### config.mk
export PLATFORM = sky130hd
export DESIGN_NAME = fp_div_seq
export DESIGN_NICKNAME = d
export VERILOG_FILES = /design/src/rtl/fp_div_seq.sv
export SDC_FILE = /design/constraint.sdc
export NUM_CORES = 1
export LEC_CHECK = 0
export ABC_CLOCK_PERIOD_IN_PS = 3600
export CAP_MARGIN = 20
export CORE_MARGIN = 1
export CORE_UTILIZATION = 30
export DETAILED_ROUTE_END_ITERATION = 8
export PLACE_DENSITY = 0.53
export RECOVER_POWER = 50
export SYNTH_ARGS = -nofsm -noshare
export SYNTH_HDL_FRONTEND = slang
export SYNTH_SLANG_ARGS = --single-unit
### constraint.sdc
create_clock -name clk -period 3.6 [get_ports clk]
set_input_delay 0.72 -clock clk [delete_from_list [all_inputs] [get_ports clk]]
set_output_delay 0.72 -clock clk [all_outputs]
set_load 0.03 [all_outputs]
### src/rtl/fp_div_seq.sv
// fp_div_seq: sequential IEEE754 single-precision divider, result = A / B.
//
// Radix-2 restoring mantissa division behind a start/done handshake.
// Denormal operands are flushed to zero and the quotient is truncated.
//
// Ports
//   clk       system clock, rising edge
//   rst_n     asynchronous active-low reset
//   start     request, sampled only while idle
//   A, B      dividend and divisor (fp32)
//   busy      high while unpacking, dividing or packing
//   done      one-cycle pulse; result and flags valid from this cycle on
//   result    quotient, held until the next accepted start
//   overflow  result exponent exceeded the largest finite exponent
//   underflow result exponent fell below the smallest normal exponent
//   dz        finite nonzero value divided by zero
module fp_div_seq #(
  parameter int EXP_W = 8,
  parameter int MAN_W = 23
) (
  input  logic                     clk,
  input  logic                     rst_n,
  input  logic                     start,
  input  logic [EXP_W+MAN_W:0]     A,
  input  logic [EXP_W+MAN_W:0]     B,
  output logic                     busy,
  output logic                     done,
  output logic [EXP_W+MAN_W:0]     result,
  output logic                     overflow,
  output logic                     underflow,
  output logic                     dz
);

  localparam int FW = 1 + EXP_W + MAN_W;   // full word width
  localparam int MW = MAN_W + 1;           // mantissa incl. hidden bit
  localparam int QW = MAN_W + 2;           // quotient width
  localparam int EW = EXP_W + 2;           // signed exponent working width
  localparam int CW = $clog2(QW);

  localparam logic [2:0] S_IDLE   = 3'd0;
  localparam logic [2:0] S_UNPACK = 3'd1;
  localparam logic [2:0] S_DIVIDE = 3'd2;
  localparam logic [2:0] S_PACK   = 3'd3;
  localparam logic [2:0] S_DONE   = 3'd4;

  localparam logic signed [EW-1:0] BIAS    = EW'((1 << (EXP_W - 1)) - 1);
  localparam logic signed [EW-1:0] EMAXFIN = EW'((1 << EXP_W) - 2);
  localparam logic signed [EW-1:0] EMINFIN = EW'(1);

  localparam logic [FW-1:0] QNAN = {1'b0, {EXP_W{1'b1}}, 1'b1, {(MAN_W-1){1'b0}}};

  logic [2:0]              state;
  logic [FW-1:0]           a_q;
  logic [FW-1:0]           b_q;
  logic                    sign_q;
  logic signed [EW-1:0]    exp_q;
  logic [MW:0]             rem_q;
  logic [MW-1:0]           mb_q;
  logic [QW-1:0]           q_q;
  logic [CW-1:0]           cnt_q;

  // Build the final word from the quotient: normalise by at most one
  // position (quotient lies in (0.5, 2)), truncate, then range-check.
  // Returns {overflow, underflow, word}.
  function automatic logic [FW+1:0] pack_result(
    input logic                 sign,
    input logic signed [EW-1:0] e,
    input logic [QW-1:0]        q
  );
    logic signed [EW-1:0] e_adj;
    logic [MAN_W-1:0]     mant;
    if (q[QW-1]) begin
      e_adj = e;
      mant  = q[QW-2:1];
    end else begin
      e_adj = e - EW'(1);
      mant  = q[QW-3:0];
    end
    if (e_adj > EMAXFIN)
      pack_result = {1'b1, 1'b0, sign, {EXP_W{1'b1}}, {MAN_W{1'b0}}};
    else if (e_adj < EMINFIN)
      pack_result = {1'b0, 1'b1, sign, {(FW-1){1'b0}}};
    else
      pack_result = {1'b0, 1'b0, sign, e_adj[EXP_W-1:0], mant};
  endfunction

  // Operand classification on the latched operands
  logic [EXP_W-1:0] ea, eb;
  logic [MAN_W-1:0] fa, fb;
  logic             a_zero, b_zero, a_inf, b_inf, a_nan, b_nan, sign_c;

  assign ea     = a_q[MAN_W +: EXP_W];
  assign eb     = b_q[MAN_W +: EXP_W];
  assign fa     = a_q[MAN_W-1:0];
  assign fb     = b_q[MAN_W-1:0];
  assign sign_c = a_q[FW-1] ^ b_q[FW-1];
  assign a_zero = (ea == '0);
  assign b_zero = (eb == '0);
  assign a_inf  = (ea == '1) && (fa == '0);
  assign b_inf  = (eb == '1) && (fb == '0);
  assign a_nan  = (ea == '1) && (fa != '0);
  assign b_nan  = (eb == '1) && (fb != '0);

  logic          special;
  logic          spec_dz;
  logic [FW-1:0] spec_word;

  always_comb begin
    special   = 1'b1;
    spec_dz   = 1'b0;
    spec_word = QNAN;
    if (a_nan || b_nan || (a_zero && b_zero) || (a_inf && b_inf))
      spec_word = QNAN;
    else if (a_inf)
      spec_word = {sign_c, {EXP_W{1'b1}}, {MAN_W{1'b0}}};
    else if (b_zero) begin
      spec_word = {sign_c, {EXP_W{1'b1}}, {MAN_W{1'b0}}};
      spec_dz   = 1'b1;
    end else if (a_zero || b_inf)
      spec_word = {sign_c, {(FW-1){1'b0}}};
    else
      special = 1'b0;
  end

  // One restoring step: compare, conditionally subtract, shift. After a
  // subtraction the remainder is below the divisor, so the top bit can be
  // dropped before shifting.
  logic          rem_ge;
  logic [MW:0]   rem_sub;
  logic [MW:0]   rem_next;
  logic [QW-1:0] q_next;

  assign rem_ge   = (rem_q >= {1'b0, mb_q});
  assign rem_sub  = rem_ge ? (rem_q - {1'b0, mb_q}) : rem_q;
  assign rem_next = {rem_sub[MW-1:0], 1'b0};
  assign q_next   = {q_q[QW-2:0], rem_ge};

  always_ff @(posedge clk or negedge rst_n) begin
    if (!rst_n) begin
      state     <= S_IDLE;
      a_q       <= '0;
      b_q       <= '0;
      sign_q    <= 1'b0;
      exp_q     <= '0;
      rem_q     <= '0;
      mb_q      <= '0;
      q_q       <= '0;
      cnt_q     <= '0;
      busy      <= 1'b0;
      done      <= 1'b0;
      result    <= '0;
      overflow  <= 1'b0;
      underflow <= 1'b0;
      dz        <= 1'b0;
    end else begin
      done <= 1'b0;
      case (state)
        S_IDLE: begin
          if (start) begin
            a_q       <= A;
            b_q       <= B;
            busy      <= 1'b1;
            overflow  <= 1'b0;
            underflow <= 1'b0;
            dz        <= 1'b0;
            state     <= S_UNPACK;
          end
        end
        S_UNPACK: begin
          sign_q <= sign_c;
          if (special) begin
            result <= spec_word;
            dz     <= spec_dz;
            busy   <= 1'b0;
            done   <= 1'b1;
            state  <= S_DONE;
          end else begin
            exp_q <= $signed({2'b00, ea}) - $signed({2'b00, eb}) + BIAS;
            rem_q <= {2'b01, fa};
            mb_q  <= {1'b1, fb};
            q_q   <= '0;
            cnt_q <= CW'(QW - 1);
            state <= S_DIVIDE;
          end
        end
        S_DIVIDE: begin
          rem_q <= rem_next;
          q_q   <= q_next;
          if (cnt_q == '0)
            state <= S_PACK;
          else
            cnt_q <= cnt_q - CW'(1);
        end
        S_PACK: begin
          {overflow, underflow, result} <= pack_result(sign_q, exp_q, q_q);
          busy  <= 1'b0;
          done  <= 1'b1;
          state <= S_DONE;
        end
        S_DONE: begin
          state <= S_IDLE;
        end
        default: begin
          state <= S_IDLE;
          busy  <= 1'b0;
        end
      endcase
    end
  end

endmodule

==> impl_metrics.csv <==
group,metric,value,unit
status,status,"complete, but fails checks",
status,violations,"capacitance limit, slew limit",
detailed_routing,drc_errors,0,
place,gp_congestion,0.824,
sta,fin_setup_tns,0,ns
run,drv_cap,2,
detailed_routing,drt_wl_total,25400,um
power,pwr-share-seq,0.302,
sta,rsz0062_at_grt,"no",
place,dp_hpwl,18300,um
logic_synthesis,syn_nets,1191,
power,p_total,12.6,mW
power,vdd_drop_max,0.460,mV
die,die_h,187,um
sta,hold_viol,0,
logic_synthesis,synth-adder-area-share,0.0476,
cts,cts_resized,0,
place,io_buffers,103,
sta,hold_ws,0.475,ns
final_layout,final_common_cell,"nand2_1",
grt,grt_max_degree,79,
cts,clockBufferDepth,2,
cts,hold_buffers,0,
sta,tightestPinTransition,2.13,ns
place,pre_cts_ws,0.676,ns
power,p_leak,5.22,nW
logic_synthesis,synth_top_area_frac,0.471,
die,initial_core_util,0.306,
detailed_routing,ant_nets,0,
cts,cts_tree,"yes",
logic_synthesis,synthArstFlopShare,1.00,
setup_path,path_max_fanout,71,
sta,period_share,0.870,
final_layout,area_delta_synth_final,20.6,%
sta,maxSlewViolCount,150,
sta,max-slew-margin-rel,-0.422,
logic_synthesis,synth_compound_area_frac,0.141,
logic_synthesis,yosysSeqAreaShare,0.471,
cts,clkTransAtPathRegs,0.07,ns
die,num_io_pins,104,
cts,numCtsBuffers,17,
sta,fin_crit,3.13,ns
power,netSwitchingPower,5.51,mW
grt,grt_pass1_wl,41600,um
grt,first_global_vias,7826,
setup_path,rr_worst_depth,12,
final_layout,drive_above_1_share,0.0944,
cts,cts_root_buffer,"clkbuf_16",
power,pwr-share-clk,0.158,
cts,cts_setup_buffers,0,
setup_path,path_class,"in -> reg",
detailed_routing,vias,7976,
logic_synthesis,synth_top_family_by_area,"simple AND/OR/NAND/NOR gates",
hold_path,holdPathStages,2,
grt,grtUsageMet2,0.241,
logic_synthesis,syn_inst,1086,
sta,clock.fmax,319,MHz
logic_synthesis,synth_area,10300,sq um
grt,grt_use_met3,0.0285,
die,dieArea,35100,sq um
hold_path,hold_path.class,"reg -> reg",
power,switching_share,0.436,
logic_synthesis,synth_xor_area_frac,0.0340,
place,dp.cells,1603,
setup_path,worstPathArrival,3.45,ns
logic_synthesis,muxShareOfSynthArea,0.0961,
grt,grt_remaining_overflow,0,
grt,antenna_found_initial,1,
setup_path,cp-end-kind,"flip-flop",
logic_synthesis,synth_cell_types,64,
logic_synthesis,synth-simple-area-share,0.167,
cts,cts-htree-levels,4,
logic_synthesis,syn_area_per_cell,9.49,sq um
power,power.density_cell_area,1020,nW/um^2
setup_path,crit_required,3.92,ns
detailed_routing,wire_per_inst,15.5,um
grt,use_met1,0.198,
power,p_int,7.12,mW
detailed_routing,viasPerCell,4.88,
cts,clk-insertion-delay-late,0.45,ns
sta,fin_worst_skew,0.0140,ns
detailed_routing,drt_iter0_markers,472,
final_layout,layout.nets,1279,
logic_synthesis,synth.area.top_cells,"dfrtp_1 (47%), nand2_1 (7.7%), o21ai_0 (6.2%), mux2_2 (6.0%), ha_1 (4.4%)",
die,die_x,187,um
final_layout,final_cell_mix,"nand2_1 (211), dfrtp_1 (194), o21ai_0 (127)",
die,rows,67,
logic_synthesis,synth_flop_cell,"dfrtp_1",
setup_path,start_kind,"input port",
cts,cts.sink_count,194,
grt,grt_usage,0.149,
logic_synthesis,yosys_warnings,0,
logic_synthesis,synth_top_area_cell,"dfrtp_1",
final_layout,final_cells,1636,
power,combPwrFrac,0.540,
die,fp.coreArea,33700,sq um
detailed_routing,firstDrtPassIters,4,
sta,fin_ws,0.468,ns
logic_synthesis,synth_edf_count,0,
grt,grt_busiest_layer,"met2",
sta,setup_viol,0,
logic_synthesis,ys_ff_latch,194,
==> Yosys cell counts, drive strengths merged, types with 12 or more instances <==
master and number:
nand2 214, nor2 41, mux2i 37, buf 19, nor3 15, clkbuf 34
o21ai 128, dfrtp 194, ha 36, a21oi 31, inv 53, o31ai 12
nand3 26, nor4 17, mux2 55, xor2 19, xnor2 21
==> path summary, 6_finish.rpt <==
kind | start | end | slack [ns]
max in group asynchronous | rst_n | b_q[25] | 0.85
min in group asynchronous | rst_n | rem_q[11] | 0.90
min | mb_q[23] | mb_q[23] | 0.47
min reg2reg | mb_q[23] | mb_q[23] | 0.47
max | start | a_q[28] | 0.47
max reg2reg | a_q[23] | exp_q[9] | 0.65
==> critical path, cell delays in order <==
cell	delay, ns
dlygate4sd3_1	0.60
nor4b_1	0.36
clkbuf_2	1.29
mux2_2	0.44
==> through the flow <==
step            util  area [sq um]
6_report       0.369         12400
5_1_grt        0.368         12400
4_1_cts        0.370         12500
3_5_place_dp   0.352         11900
3_3_place_gp   0.352         11900
2_1_floorplan      -         10300
==> power by group through the flow <==
| stage | Sequential [mW] | Clock (mW) | Combinational (mW) |
|---|---|---|---|
| floorplan | 3.82 | 0 | 5.12 |
| global placement | 3.86 | 0 | 6.76 |
| detailed placement | 3.87 | 0 | 6.86 |
| CTS | 3.83 | 2.05 | 6.90 |
| global route | 3.96 | 2.14 | 7.67 |
| finish | 3.82 | 2.00 | 6.82 |
==> layer usage <==
layer	wire length, um	share of wire
met1	12200	0.48
met2	12100	0.47
met3	638	0.025
met4	490	0.019
met5	0	0
==> cells by family (layout without fill, tap and decap cells) <==
| kind of cell | count (synthesis) | in the layout |
|---|---|---|
| AOI/OAI and AO/OA | 241 | 241 |
| DFF | 194 | 194 |
| and+or+nand+nor | 375 | 375 |
| buffers and inverters | 106 | 207 |
| other | 0 | 1 |
| adders and majority gates | 38 | 38 |
| xor gates and xnor gates | 40 | 40 |
| muxes | 92 | 92 |
==> state kept, by name (all words and copies together), names as in the netlist, 3 cells and up <==
name    flops
a_q        32
state       3
cnt_q       5
q_q        25
exp_q      10
mb_q       24
result     32
b_q        32
rem_q      25
==> area by class of cell <==
| cell class | instances | area, sq um |
|---|---|---|
| Fill cell | 3467 | 21300 |
| Multi-Input combinational cell | 786 | 5020 |
| Sequential cell | 194 | 4850 |
| Timing Repair Buffer | 122 | 1170 |
| Tap cell | 448 | 561 |
| Clock buffer | 21 | 460 |
| Inverter | 53 | 199 |
| Clock inverter | 11 | 148 |
| Antenna cell | 1 | 2.50 |
No activity file was read; power rests on OpenSTA's default activity.
